**src/rtl/approx_pkg.sv**
```systemverilog
`default_nettype none
`timescale 1ns/1ps
// ============================================================================
// Module   : approx_pkg
// Purpose  : Shared mode encodings, default widths and beat-mode struct for
//            the approximate-adder stream family.
// Revision : 1.0 - initial release
// ============================================================================
package approx_pkg;

  // Arithmetic mode encoding carried with each beat
  localparam logic MODE_EXACT = 1'b0;
  localparam logic MODE_LOA   = 1'b1;

  // Default pixel width and 512x512 frame size
  localparam int PIX_W     = 8;
  localparam int FRAME_512 = 262144;

  // Per-beat mode bits, captured together with the operands
  typedef struct packed {
    logic approx;
    logic sat;
  } mode_t;

endpackage
`default_nettype wire

```
**src/rtl/loa_adder.sv**
```systemverilog
`default_nettype none
`timescale 1ns/1ps
// ============================================================================
// Module   : loa_adder
// Purpose  : Combinational lower-part-OR adder. Produces the exact sum, the
//            LOA sum, both carries and the absolute error between them.
// Revision : 1.0 - initial release
// ============================================================================
module loa_adder #(
  parameter int DATA_W      = 8,
  parameter int APPROX_BITS = 4
) (
  input  logic [DATA_W-1:0] a,
  input  logic [DATA_W-1:0] b,
  output logic [DATA_W-1:0] exact_sum,
  output logic              exact_carry,
  output logic [DATA_W-1:0] approx_sum,
  output logic              approx_carry,
  output logic [DATA_W:0]   abs_err
);

  localparam int K = APPROX_BITS;

  logic [DATA_W:0] exact_full;
  logic [DATA_W:0] approx_full;

  assign {exact_carry, exact_sum} = {1'b0, a} + {1'b0, b};

  generate
    if (K > 0) begin : g_loa
      localparam int HI_W = DATA_W - K;
      logic            cin;
      logic [HI_W:0]   hi;
      // The top OR'd bit pair predicts the carry into the exact upper part
      assign cin          = a[K-1] & b[K-1];
      assign hi           = {1'b0, a[DATA_W-1:K]} + {1'b0, b[DATA_W-1:K]} + {{HI_W{1'b0}}, cin};
      assign approx_sum   = {hi[HI_W-1:0], a[K-1:0] | b[K-1:0]};
      assign approx_carry = hi[HI_W];
    end else begin : g_exact
      assign approx_sum   = exact_sum;
      assign approx_carry = exact_carry;
    end
  endgenerate

  assign exact_full  = {exact_carry, exact_sum};
  assign approx_full = {approx_carry, approx_sum};

  // LOA can over- or under-estimate, so take the magnitude of the difference
  always_comb begin
    abs_err = '0;
    if (exact_full >= approx_full) abs_err = exact_full - approx_full;
    else                           abs_err = approx_full - exact_full;
  end

endmodule
`default_nettype wire

```
**src/rtl/approx_add_stream.sv**
```systemverilog
`default_nettype none
`timescale 1ns/1ps
// ============================================================================
// Module   : approx_add_stream
// Purpose  : Two-stage valid/ready stream adder with per-beat exact/LOA and
//            wrap/saturate modes, frame counting and per-frame error totals.
// Revision : 1.0 - initial release
// ============================================================================
module approx_add_stream
  import approx_pkg::*;
#(
  parameter int DATA_W       = PIX_W,
  parameter int APPROX_BITS  = 4,
  parameter int FRAME_PIXELS = FRAME_512,
  parameter int CNT_W        = 18,
  parameter int ERR_W        = 32
) (
  input  logic              clk,
  input  logic              rst,
  input  logic              in_valid,
  output logic              in_ready,
  input  logic [DATA_W-1:0] in_a,
  input  logic [DATA_W-1:0] in_b,
  input  logic              mode_approx,
  input  logic              mode_sat,
  output logic              out_valid,
  input  logic              out_ready,
  output logic [DATA_W-1:0] out_sum,
  output logic              out_carry,
  output logic              out_eof,
  output logic [ERR_W-1:0]  err_frame,
  output logic              frame_done
);

  localparam logic [CNT_W-1:0] LAST_CNT = CNT_W'(FRAME_PIXELS - 1);

  // Stage 1: operands and modes
  logic              s1_valid;
  logic [DATA_W-1:0] s1_a;
  logic [DATA_W-1:0] s1_b;
  mode_t             s1_mode;

  // Stage 2: result and beat error
  logic              s2_valid;
  logic [DATA_W-1:0] s2_sum;
  logic              s2_carry;
  logic [DATA_W:0]   s2_err;

  // Frame bookkeeping
  logic [CNT_W-1:0]  pix_cnt;
  logic [ERR_W-1:0]  err_acc;
  logic [ERR_W-1:0]  err_frame_q;
  logic              frame_done_q;

  logic              s2_load;
  logic              out_xfer;
  logic              last_beat;

  // Adder results for the beat sitting in stage 1
  logic [DATA_W-1:0] ex_sum;
  logic              ex_carry;
  logic [DATA_W-1:0] ap_sum;
  logic              ap_carry;
  logic [DATA_W:0]   ap_err;
  logic              use_loa;
  logic [DATA_W-1:0] sel_sum;
  logic              sel_carry;
  logic [DATA_W:0]   beat_err;
  logic [DATA_W-1:0] res_sum;

  logic [ERR_W:0]    acc_wide;
  logic [ERR_W-1:0]  acc_next;

  loa_adder #(
    .DATA_W      (DATA_W),
    .APPROX_BITS (APPROX_BITS)
  ) u_loa (
    .a            (s1_a),
    .b            (s1_b),
    .exact_sum    (ex_sum),
    .exact_carry  (ex_carry),
    .approx_sum   (ap_sum),
    .approx_carry (ap_carry),
    .abs_err      (ap_err)
  );

  assign s2_load   = s1_valid && (!s2_valid || out_ready);
  assign in_ready  = !s1_valid || s2_load;
  assign out_xfer  = s2_valid && out_ready;
  assign last_beat = (pix_cnt == LAST_CNT);

  // With APPROX_BITS=0 the adder's LOA outputs already equal the exact ones
  assign use_loa   = (s1_mode.approx == MODE_LOA);
  assign sel_sum   = use_loa ? ap_sum   : ex_sum;
  assign sel_carry = use_loa ? ap_carry : ex_carry;
  assign beat_err  = use_loa ? ap_err   : '0;
  assign res_sum   = (s1_mode.sat && sel_carry) ? '1 : sel_sum;

  // Error accumulation saturates instead of wrapping
  assign acc_wide  = {1'b0, err_acc} + (ERR_W+1)'(s2_err);
  assign acc_next  = acc_wide[ERR_W] ? '1 : acc_wide[ERR_W-1:0];

  assign out_valid  = s2_valid;
  assign out_sum    = s2_sum;
  assign out_carry  = s2_carry;
  assign out_eof    = s2_valid && last_beat;
  assign err_frame  = err_frame_q;
  assign frame_done = frame_done_q;

  // Stage 1: capture a beat whenever there is room for it
  always_ff @(posedge clk or posedge rst) begin
    if (rst) begin
      s1_valid <= 1'b0;
      s1_a     <= '0;
      s1_b     <= '0;
      s1_mode  <= '{approx: MODE_EXACT, sat: 1'b0};
    end else if (in_ready) begin
      s1_valid <= in_valid;
      if (in_valid) begin
        s1_a    <= in_a;
        s1_b    <= in_b;
        s1_mode <= '{approx: mode_approx, sat: mode_sat};
      end
    end
  end

  // Stage 2: register result; hold it while downstream stalls
  always_ff @(posedge clk or posedge rst) begin
    if (rst) begin
      s2_valid <= 1'b0;
      s2_sum   <= '0;
      s2_carry <= 1'b0;
      s2_err   <= '0;
    end else if (s2_load) begin
      s2_valid <= 1'b1;
      s2_sum   <= res_sum;
      s2_carry <= sel_carry;
      s2_err   <= beat_err;
    end else if (out_xfer) begin
      s2_valid <= 1'b0;
    end
  end

  // Frame counter, error accumulator and per-frame error publication
  always_ff @(posedge clk or posedge rst) begin
    if (rst) begin
      pix_cnt      <= '0;
      err_acc      <= '0;
      err_frame_q  <= '0;
      frame_done_q <= 1'b0;
    end else begin
      frame_done_q <= out_xfer && last_beat;
      if (out_xfer) begin
        if (last_beat) begin
          pix_cnt     <= '0;
          err_acc     <= '0;
          err_frame_q <= acc_next;
        end else begin
          pix_cnt     <= pix_cnt + CNT_W'(1);
          err_acc     <= acc_next;
        end
      end
    end
  end

endmodule
`default_nettype wire

```
**config.mk**
```make
export PLATFORM = sky130hd
export DESIGN_NAME = approx_add_stream
export DESIGN_NICKNAME = d
export VERILOG_FILES = /design/src/rtl/approx_pkg.sv /design/src/rtl/loa_adder.sv /design/src/rtl/approx_add_stream.sv
export SDC_FILE = /design/constraint.sdc
export NUM_CORES = 1
export LEC_CHECK = 0
export ABC_AREA = 1
export ABC_CLOCK_PERIOD_IN_PS = 5470
export CELL_PAD_IN_SITES_DETAIL_PLACEMENT = 1
export CELL_PAD_IN_SITES_GLOBAL_PLACEMENT = 1
export CORE_UTILIZATION = 40
export DETAILED_ROUTE_END_ITERATION = 10
export GPL_ROUTABILITY_DRIVEN = 0
export MAX_ROUTING_LAYER = met4
export PLACE_DENSITY_LB_ADDON = 0.15
export SYNTH_ARGS = -nofsm -noshare
export SYNTH_HDL_FRONTEND = slang
export SYNTH_SLANG_ARGS = --single-unit
```
**constraint.sdc**
```tcl
create_clock -name clk -period 5.47 [get_ports clk]
set_input_delay 1.641 -clock clk [delete_from_list [all_inputs] [get_ports clk]]
set_output_delay 1.641 -clock clk [all_outputs]
set_load 0.01 [all_outputs]
```
==> impl_results.md, run 1 <==
* Die area at 20,300 µm²
* F_max at 0.224 GHz
* Synth warnings at 0
* Share of power burned in registers at 27.6%
* Worst Setup EP: in_ready
* Most frequent cell after synthesis: nand2_1
* Clk_skew at 0.00930 ns
* Final Hold Vio Count at 0
* Resized cells post-CTS at 0
* Multi-input logic area at 4190 µm²
* Crit-path max FO at 3
* Share of cells above drive strength 1 at 6.81%
* Clk root buf: clkbuf_16
* Final instance area at 9410 µm²
* Clock Power Share at 27.9%
* FF-to-FF End: s2_err[2]
* Reg2reg start: s1_a[0]
* Final slew viol count at 0
* Post-synth EDFFs at 0
* Clock transition at path regs at 0.06 ns
* Detailed Route Iter0 Violations at 289
* Via density at 4.96
* Hold-fix buffers, CTS at 0
* Sw Pwr at 1.81 mW
* DPL Wire Length at 16,700 µm
* CTS tree: done
* Worst hold path class: flip-flop to flip-flop
* Max cap viols at 0
* Post-synthesis xor/xnor area fraction at 2.88%
* Setup violation total in the final timing report at 0
* Leakage at 5.09 nW
* Hold WS at 0.475 ns
* Num CTS Buffers at 17
* Die width at 143 µm
* Main flop type after synthesis: dfrtp_1
* Antenna viol nets, final at 0
* Cells after DPL at 1,423
* Avg Cell Area, Syn at 7.11 µm²
* Post-synth cell types at 40
* Commonest cells post-synth: nand2_1, inv_1, dfrtp_1, nor2_1, nand3_1
* Residual DRC at 0
* Switching share of power at 42.6%
* Compound-Gate Fraction of Synth Area at 5.46%
* Row count at 51
* Drt pass-1 iters at 7
* R2R cell count at 17
* P_int at 2.44 mW
* Drt total wl at 22,400 µm
* # Post-CTS Setup Buffers at 0
* Dominant cells by area after synthesis: dfrtp_1, nand2_1, inv_1, ha_1, nand3_1
* Min Tclk post-route at 4.47 ns
* Core area at 19,400 µm²
* Worst IR Drop VDD at 252 µV
* Relative slew slack at 29.1%
* GRT Total Usage at 24.7%
* Global-route wire length before repair at 38,200 µm
* RSZ-0062 raised after global routing: false
* Cell Count, Final, Fillers Out at 1,455
* Sequential fraction of the synthesis area at 38.3%
* Vias in the first global route at 7,563
* Post-DP Area at 8800 µm²
* FF+latch area at 3030 µm²
* Total power draw at 4.26 mW
* Logic pwr share at 44.5%
* Crit path from: out_ready
* Worst path required time at 3.83 ns
* Status: completed
* CP Class: input pin to output pin
* GRT overflow at 0
* Via Count at 7,219
* Ant diodes at 0
* Initial antenna violation count at 0
* Clock Sinks at 121
* Mapped Cells at 1,112
* Post-synthesis cell area at 7910 µm²
* # IOs at 67
* Worst EP arrival at 2.83 ns
* Clock Latency Late Sink at 0.43 ns
* R2R Setup Slk at 1.73 ns
* #FFs+latches synth at 121
* Worst-Margin Slew at 1.06 ns
* Period utilization at 81.7%
* Async S/R FF share, synth at 100%
* Synth top area share at 38.3%
* Multiplexer share of the synthesized area at 0.712%
* IO Port Bufs at 66
* # H-tree levels at 4
* Post-synthesis cell type with the largest combined area: dfrtp_1
* Routed WL per cell at 15.4 µm
* Setup TNS at 0 ns
* Mapped Nets at 1,176
* Final-stage net count at 1,241
* Synth Area in Adders at 7.12%
* Largest family of logic cells by synthesized area: simple AND/OR/NAND/NOR gates
* Critical path capture point type: output pin
* Simple-gate area share of the yosys netlist at 36.8%
* Pwr/cell area at 452 nW/µm²
* Largest net degree at the start of global routing at 74
* Max clock buf depth at 2
* Area grow syn2layout at 18.9%
* Fillers at 2,495
* Critical path launch point type: input pin
* Die Y at 143 µm
* Initial Utilization at 40.8%
==> worst min-delay path by stage <==
stage                    end  depth (start not counted)          start  slack, ns
4_1_cts         err_frame[4]                          2   err_frame[4]       0.48
6_report       err_frame[23]                          2  err_frame[23]       0.47
2_1_floorplan     err_acc[0]                          2     err_acc[0]       0.45
3_5_place_dp   err_frame[14]                          2  err_frame[14]       0.46
3_3_place_gp    err_frame[3]                          2   err_frame[3]       0.46
5_1_grt         err_frame[4]                          2   err_frame[4]       0.49
==> worst max-delay path, cell delays in order <==
cell	delay, ns
clkdlybuf4s50_1	0.48
inv_1	0.05
nand3_1	0.11
clkdlybuf4s50_1	0.55
==> state kept, by name, summed over array words and instances (netlist names) <==
register and count:
s2_err 9, s1_valid 1, err_frame 32, pix_cnt 18, s1_mode 1, out_sum 8, err_acc 32, s1_b 8
s1_a 8, frame_done 1, use_loa 1, out_valid 1, out_carry 1
==> placed cells by master, fill, tap and decap left out, drive strengths merged, types with 5 or more instances in the layout <==
cell type / instances
fa: 5
nor2: 84
clkbuf: 18
ha: 37
nor3: 19
a21oi: 44
nand4: 11
dfrtp: 121
clkdlybuf4s50: 66
o21ai: 22
nand2: 444
nand3: 103
xnor2: 6
clkinv: 7
inv: 145
xor2: 20
mux2: 5
==> area by class of cell <==
| class | count | area share [%] |
|---|---|---|
| sequential | 121 | 32.2 |
| tap | 265 | 3.52 |
| timing repair buffer | 69 | 7.40 |
| clock inverter | 14 | 1.81 |
| multi-input combinational | 823 | 44.5 |
| inverter | 145 | 5.87 |
| clock buffer | 18 | 4.67 |
==> cells by family after synthesis <==
group	Yosys count
multiplexers	5
XOR/XNOR	26
buffers and inverters	168
AO/OA/AOI/OAI	79
AND/OR/NAND/NOR	671
adder cells (fa/ha/maj)	42
flip-flops	121
==> metrics by stage <==
stage / setup WS [ns] / utilization [%]
6_report: 1.00 / 48.5
3_3_place_gp: 1.00 / 45.3
3_5_place_dp: 0.998 / 45.3
4_1_cts: 0.992 / 48.5
5_1_grt: 0.908 / 48.5
2_1_floorplan: 0.615 / -
==> metal layers <==
metal  share of wire (%)  vias up  GRT usage (%)
met5                   0        -              -
met4                 1.7        0           8.09
met3                 2.4       23           3.25
met2                  45       96           38.4
met1                  50     3485           33.4
li1                    -     3615              -
==> power by group through the flow <==
stage	Clock [mW]	Sequential, mW	Combinational [mW]
after floorplan	0	1.15	1.38
after global placement	0	1.18	1.84
after detailed placement	0	1.19	1.89
after CTS	1.21	1.18	1.91
after global routing	1.25	1.20	2.19
final	1.19	1.18	1.89
(Power assumes the default switching activity.)
==> run 2, diff against run 1 <==
--- a/config.mk
+++ b/config.mk
@@ -6,10 +6,10 @@
 export NUM_CORES = 1
 export LEC_CHECK = 0
 export ABC_AREA = 1
-export ABC_CLOCK_PERIOD_IN_PS = 5470
+export ABC_CLOCK_PERIOD_IN_PS = 3800
 export CELL_PAD_IN_SITES_DETAIL_PLACEMENT = 1
 export CELL_PAD_IN_SITES_GLOBAL_PLACEMENT = 1
-export CORE_UTILIZATION = 40
+export CORE_UTILIZATION = 39
 export DETAILED_ROUTE_END_ITERATION = 10
 export GPL_ROUTABILITY_DRIVEN = 0
 export MAX_ROUTING_LAYER = met4
==> constraint.sdc (replaced) <==
create_clock -name clk -period 3.8 [get_ports clk]
set_input_delay 1.14 -clock clk [delete_from_list [all_inputs] [get_ports clk]]
set_output_delay 1.14 -clock clk [all_outputs]
set_load 0.01 [all_outputs]
==> run 2 against run 1 <==
- non-clock buffer count grew 6
- count of clock-buffer cells in the layout grew 3
- routed wire length shrank 2.5%
- highest routed layer unchanged
- sequential cell count is the same
==> impl_results.md, run 2 (same netlist as run 1, synthesis figures left out) <==
* Status: completed
* # H-tree levels at 4 (unchanged)
* CTS tree: done
* Initial Utilization at 40.2% (-0.53 points)
* DPL Wire Length at 16,300 µm (-2.3%)
* WP buf/inv at 3 (unchanged)
* Delay of the slowest critical-path stage at 0.54 ns (about the same)
* Max clock buf depth at 2 (unchanged)
* Via Count at 7,196 (-0.32%)
* Hold-fix buffers, CTS at 0 (unchanged)
* Clock Latency Late Sink at 0.43 ns (about the same)
* Worst path required time at 2.66 ns (-1.17 ns)
* PnR worst setup slack at 0.206 ns (-0.793 ns)
* Setup violation total in the final timing report at 0 (unchanged)
* Worst hold path class: flip-flop to flip-flop
* Setup TNS at 0 ns (unchanged)
* Largest net degree at the start of global routing at 122 (+65%)
* Detailed Route Iter0 Violations at 324 (+12%)
* Logic pwr share at 44.2% (-0.3 points)
* Met3 Usage GRT at 3.51% (+0.26 points)
* GR Util met1 at 31.9% (-1.5 points)
* Dpl ws at 0.284 ns (-0.713 ns)
* Die width at 144 µm (+1.3%)
* Critical path capture point type: output pin
* Critical Path, Cell by Cell: ha_1 > inv_1 > nor2_1 > nand2_1 > nor3_4 > inv_1 > nor2_1 > clkdlybuf4s50_1
* Period utilization at 94.6%
* Die Y at 144 µm (+1.3%)
* Levels on crit path at 8 (+4)
* CP max-delay cell: clkdlybuf4s50_1
* Critical path launch point type: flip-flop
* Fillers at 2,568 (+2.9%)
* Core area at 19,700 µm² (+1.3%)
* Worst hold start: err_frame[28]
* Relative slew slack at 56.6% (+27 points)
* Via density at 4.93 (-0.73%)
* Final Hold Vio Count at 0 (unchanged)
* Clk root buf: clkbuf_16
* # IOs at 67 (unchanged)
* Die area at 20,900 µm² (+2.5%)
* Vias in the first global route at 7,442 (-1.6%)
* GR met2 Demand/Resource at 37.0% (-1.4 points)
* Ant diodes at 0 (unchanged)
* Clock transition at path regs at 0.06 ns (about the same)
* GRT overflow at 0 (unchanged)
* Residual DRC at 0 (unchanged)
* Drt pass-1 iters at 4 (-3)
* Initial antenna violation count at 0 (unchanged)
* Max cap viols at 0 (unchanged)
* Routed WL per cell at 14.9 µm (-2.9%)
* CP delay by family, top: buffers and inverters
* GRT Total Usage at 23.5% (-1.2 points)
* Row count at 51 (unchanged)
* IO Port Bufs at 66 (unchanged)
* Final-stage net count at 1,247 (+0.48%)
* Drt total wl at 21,800 µm (-2.5%)
* Clk_skew at 0.0120 ns (+0.00273 ns)
* Crit path from: pix_cnt[0]
* Clock Power Share at 28.6% (+0.7 points)
* # Post-CTS Setup Buffers at 0 (unchanged)
* Area grow syn2layout at 19.9%
* F_max at 0.278 GHz
* Crit-path max FO at 6 (+3)
* Sw Pwr at 2.58 mW (+43%)
* Min Tclk post-route at 3.59 ns
* Worst EP arrival at 2.45 ns (-0.38 ns)
* Worst IR Drop VDD at 329 µV (+31%)
* Hold path depth at 2 (unchanged)
* Pwr/cell area at 655 nW/µm² (+45%)
* Global-route wire length before repair at 37,000 µm (-3.1%)
* Share of power burned in registers at 27.1% (-0.5 points)
* Leakage at 5.13 nW (+0.80%)
* P_int at 3.63 mW (+48%)
* Final slew viol count at 0 (unchanged)
* Grt peak-use layer: met2
* CP Class: flip-flop to output pin
* Worst-Margin Slew at 0.647 ns (-0.415 ns)
* Clock Sinks at 121 (unchanged)
* RSZ-0062 raised after global routing: false
* Antenna viol nets, final at 0 (unchanged)
* R2R cell count at 17 (unchanged)
* Reg2reg start: s1_a[0]
* Most common cell after layout, fill and taps aside: nand2_1
* Most frequent cells in the layout: nand2_1, inv_1, dfrtp_1
* Switching share of power at 41.6% (-0.97 points)
* Num CTS Buffers at 17 (unchanged)
* Share of cells above drive strength 1 at 7.27% (+0.47 points)
-- run 2: cell count changes in the layout (fill, tap and decap cells not counted) --
| cell | before | now |
|---|---|---|
| buf_4 | 2 | 8 |
| bufinv_16 | 3 | 4 |
| clkbuf_1 | 0 | 1 |
| clkbuf_8 | 1 | 3 |
| clkinv_4 | 2 | 1 |
| inv_4 | 1 | 0 |
| inv_6 | 3 | 1 |
| nor2_1 | 82 | 81 |
| nor2_2 | 2 | 3 |
-- run 2: layout make-up --
class | instances | area, µm² | share of cell area (%)
Sequential cell | 121 | 3030 | 31.9
Multi-Input combinational cell | 823 | 4190 | 44.2
Timing Repair Buffer | 75 | 741 | 7.81
Inverter | 145 | 553 | 5.83
Clock buffer | 21 | 470 | 4.96
Clock inverter | 11 | 166 | 1.75
Tap cell | 265 | 332 | 3.50
-- run 2: worst min-delay path: stages, from the launching register on --
cell and delay (ns):
dfrtp_1 0.34, nand2_1 0.05, nand2_1 0.05
-- run 2: what timing repair did --
action	in CTS	in global routing
hold endpoints to repair	0	0
gates resized for setup	0	1
endpoints found under the setup margin	0	8
-- run 2: stage by stage --
step	utilization, %	area, µm²	std cells	hold WS [ns]	power [mW]
2_1_floorplan	-	7910	1112	0.453	3.65
3_3_place_gp	45.0	8840	1429	0.461	4.37
3_5_place_dp	45.0	8840	1429	0.466	4.44
4_1_cts	48.2	9480	1461	0.483	6.27
5_1_grt	48.2	9480	1461	0.509	6.73
6_report	48.2	9480	1461	0.476	6.21
-- run 2: final timing paths --
kind / to / slack, ns
max in group asynchronous: err_acc[18] / 2.06
worst min register to register: err_frame[28] / 0.48
worst max register to register: s2_err[7] / 0.40
worst max-delay path: out_eof / 0.21
worst min-delay path: err_frame[28] / 0.48
min in group asynchronous: pix_cnt[11] / 1.27
-- run 2: power by group through the flow --
stage          registers (mW)  clock network, mW  logic [mW]
2_1_floorplan            1.66                  0        1.99
3_3_place_gp             1.70                  0        2.67
3_5_place_dp             1.70                  0        2.74
4_1_cts                  1.69               1.82        2.77
5_1_grt                  1.71               1.85        3.17
6_report                 1.69               1.78        2.75
-- run 2: layer usage --
layer | wire length (µm) | part of all wire, % | vias up
li1 | - | - | 3612
met1 | 11100 | 51 | 3481
met2 | 9980 | 46 | 86
met3 | 560 | 2.6 | 17
met4 | 192 | 0.88 | 0
met5 | 0 | 0 | -
